$ cat src/rtl/response_compactor.sv
// Response compactor: folds a stream of 2-bit test responses into a 16-bit
// MISR signature (x^16+x^12+x^5+1) over a programmed number of patterns, then
// compares the final signature against a golden value.
//
// Handshake: a response {po2, po1} is transferred on a rising edge where
// resp_valid && resp_ready. resp_ready is high only while a run is active. The
// producer may raise resp_valid at any time and keep it high. Responses offered
// outside a run are dropped, not stalled.
module response_compactor #(
    parameter int SIG_W = 16,
    parameter int CNT_W = 12
) (
    input  logic             sys_clk,
    input  logic             rstb,
    input  logic             start,
    input  logic [CNT_W-1:0] num_patterns,
    input  logic [SIG_W-1:0] seed,
    input  logic [SIG_W-1:0] expected,
    input  logic             po1,
    input  logic             po2,
    input  logic             resp_valid,
    output logic             resp_ready,
    output logic             busy,
    output logic             done,
    output logic             pass,
    output logic [SIG_W-1:0] signature,
    output logic [CNT_W-1:0] count,
    output logic [1:0]       state_dbg
);

    typedef enum logic [1:0] {
        ST_IDLE = 2'd0,
        ST_RUN  = 2'd1,
        ST_DONE = 2'd2
    } state_t;

    state_t           state;
    logic [CNT_W-1:0] num_q;
    logic [SIG_W-1:0] expected_q;
    logic [SIG_W-1:0] misr_next;
    logic [CNT_W-1:0] count_inc;
    logic             fb;
    logic             accept;

    assign fb        = signature[SIG_W-1];
    assign count_inc = count + {{(CNT_W-1){1'b0}}, 1'b1};
    assign accept    = resp_valid && resp_ready;

    // Status outputs decode straight from the registered state, so they are glitch-free.
    assign resp_ready = (state == ST_RUN);
    assign busy       = (state != ST_IDLE);
    assign done       = (state == ST_DONE);
    assign state_dbg  = state;

    // MISR next-state: shift up by one, feed the top bit back into taps 0, 5 and 12, inject d into bits 0 and 1.
    always_comb begin
        misr_next     = {signature[SIG_W-2:0], 1'b0};
        misr_next[0]  = fb ^ po1;
        misr_next[1]  = signature[0] ^ po2;
        misr_next[5]  = signature[4] ^ fb;
        misr_next[12] = signature[11] ^ fb;
    end

    // Run controller: latches the run parameters, steps the MISR per accepted response and grades the result.
    always_ff @(posedge sys_clk or negedge rstb) begin
        if (!rstb) begin
            state      <= ST_IDLE;
            num_q      <= '0;
            expected_q <= '0;
            signature  <= '0;
            count      <= '0;
            pass       <= 1'b0;
        end else begin
            case (state)
                ST_IDLE: begin
                    if (start) begin
                        num_q      <= num_patterns;
                        expected_q <= expected;
                        signature  <= seed;
                        count      <= '0;
                        pass       <= 1'b0;
                        // An empty run has nothing to compact and grades the seed directly.
                        state      <= (num_patterns == '0) ? ST_DONE : ST_RUN;
                    end
                end
                ST_RUN: begin
                    if (accept) begin
                        signature <= misr_next;
                        count     <= count_inc;
                        if (count_inc == num_q) begin
                            state <= ST_DONE;
                        end
                    end
                end
                ST_DONE: begin
                    pass  <= (signature == expected_q);
                    state <= ST_IDLE;
                end
                default: begin
                    state <= ST_IDLE;
                end
            endcase
        end
    end

endmodule

$ cat config.mk
export PLATFORM = sky130hd
export DESIGN_NAME = response_compactor
export DESIGN_NICKNAME = d
export VERILOG_FILES = /design/src/rtl/response_compactor.sv
export SDC_FILE = /design/constraint.sdc
export NUM_CORES = 1
export LEC_CHECK = 0
export CAP_MARGIN = 15
export CELL_PAD_IN_SITES_DETAIL_PLACEMENT = 1
export CELL_PAD_IN_SITES_GLOBAL_PLACEMENT = 2
export CORE_MARGIN = 2
export CORE_UTILIZATION = 42
export CTS_CLUSTER_SIZE = 14
export DETAILED_ROUTE_END_ITERATION = 16
export DONT_BUFFER_PORTS = 1
export GPL_TIMING_DRIVEN = 0
export PLACE_DENSITY_LB_ADDON = 0.1
export SYNTH_ARGS = -nofsm -noshare
export SYNTH_HDL_FRONTEND = slang
export SYNTH_SLANG_ARGS = --single-unit
$ cat constraint.sdc
create_clock -name sys_clk -period 2.89 [get_ports sys_clk]
set_clock_uncertainty 0.15 [all_clocks]
set_input_delay 0.578 -clock sys_clk [delete_from_list [all_inputs] [get_ports sys_clk]]
set_output_delay 0.578 -clock sys_clk [all_outputs]
set_load 0.005 [all_outputs]
==> run_results.csv <==
group,metric,value,unit
setup_path,worstPathCellList,"or2_1 -> nor2_1 -> a21oi_1 -> clkbuf_1 -> o21ai_0 -> o31ai_1",
drt,via_count,2347,
clocking,clock_path_buffers,2,
setup_path,path_max_fanout,10,
logic_synthesis,syn_area,3160,µm²
setup_path,r2r-end,"count[11]",
logic_synthesis,synth_top_area_share,46.8,%
setup_path,worstSetupEndpointType,"register",
pwr,vdd_drop_max,0.421,mV
placement,pre_cts_slack,359,ps
setup_path,r2r_start,"state_dbg[1]",
timing,fin_crit,2550,ps
setup_path,r2r_cells,6,
timing,finalSetupTns,0,ps
logic_synthesis,ys_types,48,
layout,drive_gt1_share,17.9,%
worst_hold_path,hold_path_class,"input port to register",
worst_hold_path,hp-start,"expected[5]",
placement,hpwl,6280,µm
logic_synthesis,synth_fa_ha_area_share,0.793,%
layout,nFillCells,841,
drt,routed_wl,8650,µm
timing,fmax,392,MHz
timing,final-setup-viol-count,0,
clocking,cts_root_buffer,"clkbuf_8",
logic_synthesis,syn-num-nets,352,
drt,detail_route.wl_per_cell,20.7,µm
die,top_level_ports,84,
setup_path,arrival,2640,ps
grt,grt_antenna_before_repair,0,
clocking,cts_buffers,9,
die,die-area,8220,µm²
pwr,leakage,1.46,nW
grt,overflow,0,
die,start_util,43.5,%
logic_synthesis,ys.flop_type,"dfrtp_1",
die,die_h,90.7,µm
setup_path,worst-setup-path-type,"register to register",
placement,place.gp.congestion,0.793,
logic_synthesis,yosys_register_bits,59,
setup_path,crit_family,"compound AO/OA/AOI/OAI gates",
drt,drcViolationCount,0,
setup_path,r2r_slack,340,ps
clocking,ctsResizeCount,0,
placement,port_buffers,0,
timing,slew_viol_final,0,
clocking,cts_sinks,59,
setup_path,crit_path_start_kind,"register",
logic_synthesis,synth_edf_count,0,
logic_synthesis,yosys.area_share.simple,14.3,%
timing,final_hold_viol_count,0,
die,die_w,90.7,µm
drt,drt.antenna.violating_nets,0,
die,placementRows,31,
run,drv_cap,0,
timing,post-route-period-util,88.2,%
logic_synthesis,yosysSeqAreaShare,46.8,%
setup_path,critPathSlowestCell,"a21oi_1",
setup_path,cp_data_required_time,2980,ps
grt,grt_pass1_wl,14100,µm
drt,drt_iter0_drc,55,
clocking,cts_tree,"built",
logic_synthesis,synthMuxAreaShare,13.8,%
logic_synthesis,synth_warnings,0,
layout,synthToLayoutAreaGrowth,11.3,%
logic_synthesis,synth_top_family_by_area,"simple AND/OR/NAND/NOR gates",
logic_synthesis,synthXorXnorAreaFrac,9.44,%
pwr,power_density,1060,nW/µm²
clocking,h-tree-depth,3,
timing,rsz0062_at_grt,"no",
timing,slew_headroom,47.6,%
logic_synthesis,synth_compound_area_share,11.8,%
setup_path,slowest_delay,630,ps
grt,grt_start_max_net_pins,60,
logic_synthesis,syn_inst,300,
grt,grt_pass1_vias,2530,
clocking,worstSkewPairLatency,330,ps
drt,vias_per_cell,5.63,
logic_synthesis,netlist_top_cells_area,"dfrtp_1 47%, mux2_2 9.6%, o21ai_0 5.9%, xor2_1 5.0%, xnor2_1 4.4%",
worst_hold_path,whs_path_depth,1,
layout,final_nets,365,
timing,tightest_slew,787,ps
grt,grt_use_total,22.2,%
logic_synthesis,synth.avg_cell_area,10.5,µm²
clocking,cts_setup_buffers,0,
timing,worst_slack,342,ps
status,status,"completed",
timing,holdWs,237,ps
logic_synthesis,synthArstFlopShare,100,%
worst_hold_path,whs_endpoint,"expected_q[5]",
drt,drt_first_pass_iters,4,
setup_path,critical_path_buf_inv_count,1,
layout,antenna_cells,0,
die,fp.coreArea,7250,µm²
clocking,cts.clk_slew.worst_paths,70,ps
logic_synthesis,yosys.area.top_type,"dfrtp_1",
## layout by cell type (no fill, tap or decap), types with 5 or more instances in the layout
master / n
mux2_2: 27
o31ai_1: 5
xnor2_1: 16
nand2_1: 30
nand3_1: 7
o21ai_0: 37
dfrtp_1: 59
nor4_1: 6
clkbuf_8: 10
clkbuf_1: 12
xor2_1: 18
nor2_1: 12
mux2i_1: 13
## registers in the layout (all words and copies together), names as in the netlist
signal,cells
num_q,12
expected_q,16
pass,1
signature,16
state_dbg,2
count,12
## what timing repair did
| item | CTS | global route |
|---|---|---|
| hold buffers | 2 | 0 |
| endpoints found under the setup margin | 0 | 0 |
| hold endpoints to repair | 59 | 0 |
## logic make-up after synthesis
logic type / after synthesis
AOI/OAI and AO/OA: 59
buffers and inverters: 22
adders and majority gates: 2
and+or+nand+nor: 84
xor gates and xnor gates: 34
DFF: 59
muxes: 40
## worst max-delay path by stage
stage / to / depth (start not counted) / from
floorplan: state_dbg[1] / 7 / count[7]
global placement: count[6] / 6 / state_dbg[1]
detailed placement: count[7] / 6 / state_dbg[1]
CTS: count[7] / 6 / state_dbg[1]
global route: count[7] / 6 / state_dbg[1]
finish: count[11] / 6 / state_dbg[1]
## through the flow
stage               power [mW]  util (%)  instance area, µm²  std cells
finish                    3.71      48.4                3510        417
global route              4.01      48.4                3510        417
CTS                       3.77      48.4                3510        417
detailed placement        2.98      45.2                3280        399
global placement          2.92      45.2                3280        399
floorplan                 2.55         -                3160        300
## layout make-up
class                           instances  area [µm²]  area share, %
Clock buffer                           11         141           4.03
Tap cell                               99         124           3.53
Sequential cell                        59        1480           42.1
Multi-Input combinational cell        219        1580           45.0
Clock inverter                          5        52.6           1.50
Buffer                                 18        82.6           2.35
Timing Repair Buffer                    2        37.5           1.07
Inverter                                4        15.0          0.428
## cells in the mapped netlist, types with 2 or more instances
cell      number
a21oi_1        3
and3_1         4
buf_2          3
buf_4          3
clkbuf_1      11
dfrtp_1       59
ha_1           2
inv_1          4
mux2_2        27
mux2i_1       13
nand2_1       30
nand2b_1       3
nand3_1        7
nand4_1        4
nor2_1        12
nor2b_1        2
nor3_1         3
nor3b_1        2
nor4_1         6
o21ai_0       37
o31ai_1        5
o41ai_1        2
xnor2_1       16
xor2_1        18
## power breakdown
| part | internal, mW | total, mW | switching, mW | leakage [nW] |
|---|---|---|---|---|
| combinational | 0.661 | 1.40 | 0.738 | 0.630 |
| clock | 0.417 | 0.746 | 0.329 | 0.0991 |
| sequential | 1.17 | 1.56 | 0.394 | 0.732 |
## metal layers
| layer | wire length, µm | track usage, % |
|---|---|---|
| met5 | 0 | 0 |
| met3 | 554 | 7.60 |
| met4 | 93 | 5.90 |
| met1 | 3480 | 26.0 |
| met2 | 4520 | 38.8 |
Note: power is estimated with default switching activity, not from simulation.
